$ cat config.mk
export PLATFORM = sky130hd
export DESIGN_NAME = gen_reg_file
export DESIGN_NICKNAME = d
export VERILOG_FILES = /design/src/rtl/gen_reg_file.sv
export SDC_FILE = /design/constraint.sdc
export NUM_CORES = 1
export LEC_CHECK = 0
export CAP_MARGIN = 15
export CORE_MARGIN = 5
export CORE_UTILIZATION = 60
export CTS_BUF_LIST = sky130_fd_sc_hd__clkbuf_4
export DETAILED_ROUTE_END_ITERATION = 12
export PLACE_DENSITY = 0.82
export SYNTH_ARGS = -nofsm -noshare
export SYNTH_HDL_FRONTEND = slang
export SYNTH_SLANG_ARGS = --single-unit
$ cat constraint.sdc
create_clock -name CLK -period 5.4 [get_ports CLK]
set_input_delay 1.08 -clock CLK [delete_from_list [all_inputs] [get_ports CLK]]
set_output_delay 1.08 -clock CLK [all_outputs]
set_load 0.05 [all_outputs]
$ cat src/rtl/gen_reg_file.sv
// General-purpose register file with two read ports, per-register clear/load/inc/dec,
// a sticky overflow flag and a shadow bank supporting snapshot, restore and swap.
module gen_reg_file #(
  parameter int unsigned WIDTH = 8,
  parameter int unsigned NREG  = 8,
  parameter int unsigned SAT   = 0,
  localparam int unsigned SW   = (NREG > 1) ? $clog2(NREG) : 1
) (
  input  logic             CLK,
  input  logic             RST,
  input  logic [1:0]       FunSel,
  input  logic [NREG-1:0]  RSel,
  input  logic [WIDTH-1:0] I,
  input  logic [SW-1:0]    O1Sel,
  input  logic [SW-1:0]    O2Sel,
  input  logic             Snap,
  input  logic             Restore,
  input  logic             ClrOvf,
  output logic [WIDTH-1:0] O1,
  output logic [WIDTH-1:0] O2,
  output logic             Z1,
  output logic             Ovf
);

  typedef enum logic [1:0] {
    FN_CLR  = 2'd0,
    FN_LOAD = 2'd1,
    FN_DEC  = 2'd2,
    FN_INC  = 2'd3
  } fun_e;

  logic [WIDTH-1:0] regs_q   [NREG];
  logic [WIDTH-1:0] regs_d   [NREG];
  logic [WIDTH-1:0] shadow_q [NREG];
  logic [WIDTH-1:0] shadow_d [NREG];
  logic             ovf_q;
  logic             ovf_d;
  logic             ovf_set;
  fun_e             fun;

  assign fun = fun_e'(FunSel);

  // Snap samples pre-edge registers; Restore reads pre-edge shadow, so both together swap.
  always_comb begin
    regs_d   = regs_q;
    shadow_d = shadow_q;
    ovf_set  = 1'b0;
    if (Snap) begin
      shadow_d = regs_q;
    end
    if (Restore) begin
      regs_d = shadow_q;
    end else begin
      for (int unsigned k = 0; k < NREG; k++) begin
        if (!RSel[k]) begin
          unique case (fun)
            FN_CLR:  regs_d[k] = '0;
            FN_LOAD: regs_d[k] = I;
            FN_DEC: begin
              if (regs_q[k] == '0) begin
                ovf_set   = 1'b1;
                regs_d[k] = (SAT != 0) ? '0 : '1;
              end else begin
                regs_d[k] = regs_q[k] - WIDTH'(1);
              end
            end
            FN_INC: begin
              if (regs_q[k] == '1) begin
                ovf_set   = 1'b1;
                regs_d[k] = (SAT != 0) ? '1 : '0;
              end else begin
                regs_d[k] = regs_q[k] + WIDTH'(1);
              end
            end
            default: regs_d[k] = regs_q[k];
          endcase
        end
      end
    end
    ovf_d = ovf_set | (ovf_q & ~ClrOvf);
  end

  always_ff @(posedge CLK or posedge RST) begin
    if (RST) begin
      for (int unsigned k = 0; k < NREG; k++) begin
        regs_q[k]   <= '0;
        shadow_q[k] <= '0;
      end
      ovf_q <= 1'b0;
    end else begin
      regs_q   <= regs_d;
      shadow_q <= shadow_d;
      ovf_q    <= ovf_d;
    end
  end

  assign O1  = regs_q[O1Sel];
  assign O2  = regs_q[O2Sel];
  assign Z1  = (O1 == '0);
  assign Ovf = ovf_q;

endmodule

==> flow_metrics.py, run 1 <==
metrics = {
    "setup_path": {
        "critPathRequiredTime_ns": 4.32,
        "worstReg2RegEnd": "regs_q[0]",
        "start_kind": "primary input",
        "crit_path_start": "O2Sel[0]",
        "critPathArrivalTime_ns": 3.58,
        "r2r_slack_ns": 2.84,
        "reg2regPathDepth": 8,
        "crit_type": "primary input to primary output",
        "crit_path_max_fanout": 13,
        "critPathCapture": "O2[3]",
        "timing.critical_path.to_type": "primary output",
        "r2r_start": "regs_q[0]",
    },
    "cts": {
        "h-tree-depth": 4,
        "clock-sinks": 129,
        "ctsHoldBuffers": 0,
        "path_clk_slew_ns": 0.11,
        "clockBufferDepth": 2,
        "post_cts_resized": 0,
        "cts_buffers": 17,
        "cts_root_buffer": "clkbuf_4",
        "cts_tree": "yes",
        "clk_latency_ns": 0.58,
        "cts_setup_buffers": 0,
    },
    "global_route": {
        "track_usage": 0.302,
        "antenna_found_initial": 2,
        "grt_pass1_wl_mm": 42.5,
        "first_global_vias": 7743,
        "grt_overflow_total": 0,
        "grt_max_degree": 47,
    },
    "sta": {
        "worst_slew_pin_slew_ns": 1.03,
        "finalMaxSlewViolations": 0,
        "fin_tns_setup_ns": 0,
        "layout_min_cycle_time_ns": 4.66,
        "hold_slack_ns": 0.491,
        "rsz0062_at_grt": "false",
        "fmax_ghz": 0.215,
        "final-hold-violation-count": 0,
        "setup_viol": 0,
        "relSlewSlack": 0.315,
        "final.setup_skew_ns": 0.0265,
        "timing.final.crit_share": 0.863,
    },
    "pwr": {
        "power_leakage_nw": 4.04,
        "switching_share": 0.409,
        "pwr-share-seq": 0.416,
        "power_mw": 4.01,
        "irDropWorstVdd_v": 0.000296,
        "internal_power_mw": 2.37,
        "pwr-share-clk": 0.202,
        "p_switching_mw": 1.64,
        "combPwrFrac": 0.381,
        "p_per_area_nw_per_um2": 407,
    },
    "job": {
        "maxCapViolations": 0,
    },
    "drt": {
        "routed_wl_mm": 26.5,
        "drt_iter0_markers": 1080,
        "via_count": 8161,
        "dr_wl_met2_mm": 12.0,
        "wl_met3_mm": 3.02,
        "avgRoutedWirePerCell_um": 23.3,
        "drc": 0,
        "firstDrtPassIters": 5,
        "ant_nets": 0,
        "top_layer_used": "met5",
        "vias_per_cell": 7.18,
        "met1_length_mm": 10.6,
    },
    "synthesis": {
        "synth_area_sq_um": 9130,
        "synth_flop_cell": "dfrtp_1",
        "ys_seq_elements": 129,
        "async_flop_share": 1.00,
        "ys_seq_area_frac": 0.354,
        "synth_cell_types": 61,
        "syn_inst": 968,
        "syn_area_per_cell_sq_um": 9.43,
        "synth_nets": 1014,
        "synth_warnings": 0,
        "synth_edf_count": 0,
    },
    "placed_design": {
        "place_congestion": 1.02,
        "dp_hpwl_mm": 18.3,
        "placed_cell_area_sq_um": 9480,
        "io_buffer_count": 46,
    },
    "floorplan": {
        "die-area_sq_um": 17800,
        "fp.dieW_um": 133,
        "row_count": 45,
        "pin_count": 47,
        "core_area_sq_um": 15100,
        "die_y_um": 133,
        "start_util": 0.605,
    },
    "cells_and_area": {
        "fill_cells": 1282,
        "syn2layout_area_growth_pct": 7.72,
        "final_cell_area_sq_um": 9830,
        "drive_above_1_share": 0.184,
        "nets": 980,
    },
    "worst_hold_path": {
        "hp-start": "shadow_q[36]",
        "holdPathStages": 2,
        "min_path_type": "flip-flop to flip-flop",
    },
    "outcome": {
        "status": "completed",
    },
}
[Yosys cell counts (26+ instances only)]
master | instances | share of area
dfrtp_1 | 129 | 0.35
clkbuf_1 | 95 | 0.039
mux2_2 | 78 | 0.096
nand2_1 | 73 | 0.030
a21oi_1 | 68 | 0.037
o21ai_0 | 66 | 0.036
nor2_1 | 34 | 0.014
nor3_1 | 33 | 0.018
xnor2_1 | 33 | 0.032
a22oi_1 | 31 | 0.025
mux4_2 | 30 | 0.074
nand3_1 | 26 | 0.014
[how the worst min path moves through the flow]
stage | end | slack [ns]
finish | regs_q[36] | 0.49
global route | regs_q[4] | 0.52
CTS | regs_q[36] | 0.49
detailed placement | regs_q[36] | 0.47
global placement | regs_q[37] | 0.46
floorplan | regs_q[62] | 0.45
[final cells by class]
type,count,area (sq um),area share
multi-input combinational,702,5360,0.545
sequential,129,3230,0.328
timing repair buffer,60,563,0.0573
tap,188,235,0.0239
clock inverter,14,214,0.0218
clock buffer,18,135,0.0137
inverter,24,92.6,0.00942
antenna,1,2.50,0.000254
[layout by cell type, fill, tap and decap left out, types with 8 or more instances in the layout]
master	count
nand4_1	8
nor2b_1	8
ha_1	17
mux2_2	78
nor3_1	33
dfrtp_1	129
or2_2	8
inv_1	23
xor2_1	24
a21oi_1	68
nand2_1	73
and3_1	12
o21ai_0	66
a22oi_1	31
o221ai_1	12
a31oi_1	16
clkbuf_4	18
nand3_1	26
clkdlybuf4s50_1	42
nor2_1	34
xnor2_1	33
a221o_1	17
mux4_2	30
buf_4	15
[registers in the layout, summed over array words and instances (netlist names)]
name	cells
regs_q	64
Ovf	1
shadow_q	64
[critical path, cell delays in order]
cell,delay [ns]
clkdlybuf4s50_1,0.90
mux4_2,0.58
mux2_2,0.31
clkdlybuf4s50_1,0.71
[stage by stage]
| step | utilization | cells | worst slack, ns |
|---|---|---|---|
| floorplan | - | 968 | 0.600 |
| global placement | 0.628 | 1103 | 0.796 |
| global route | 0.652 | 1136 | 0.628 |
| CTS | 0.651 | 1135 | 0.727 |
| detailed placement | 0.628 | 1103 | 0.732 |
| finish | 0.652 | 1136 | 0.739 |
[power by group through the flow]
stage	clock network [mW]	registers (mW)	logic, mW
after global placement	0	1.64	1.46
after detailed placement	0	1.66	1.51
after CTS	0.821	1.64	1.51
after global routing	0.867	1.69	1.67
final	0.811	1.67	1.53
after floorplan	0	1.33	1.40
[logic make-up after synthesis]
group                    synth area share
AO/OA/AOI/OAI                       0.188
XOR/XNOR                           0.0547
adder cells (fa/ha/maj)            0.0233
AND/OR/NAND/NOR                     0.142
flip-flops                          0.354
buffers and inverters              0.0589
multiplexers                        0.179
[metal layers]
metal	GRT usage	vias up
met4	0.104	2
met1	0.423	4029
met3	0.0906	82
met5	0	-
met2	0.450	518
li1	-	3530
Power figures use the tool's default switching activity.
==> inputs of run 2 (changes only) <==
--- a/config.mk
+++ b/config.mk
@@ -11,6 +11,8 @@
 export CTS_BUF_LIST = sky130_fd_sc_hd__clkbuf_4
 export DETAILED_ROUTE_END_ITERATION = 12
 export PLACE_DENSITY = 0.82
+export SKIP_CTS_REPAIR_TIMING = 1
 export SYNTH_ARGS = -nofsm -noshare
 export SYNTH_HDL_FRONTEND = slang
 export SYNTH_SLANG_ARGS = --single-unit
+export TNS_END_PERCENT = 30
==> results of run 2 <==
No change in the layout: final DEF, timing and power equal those of run 1.
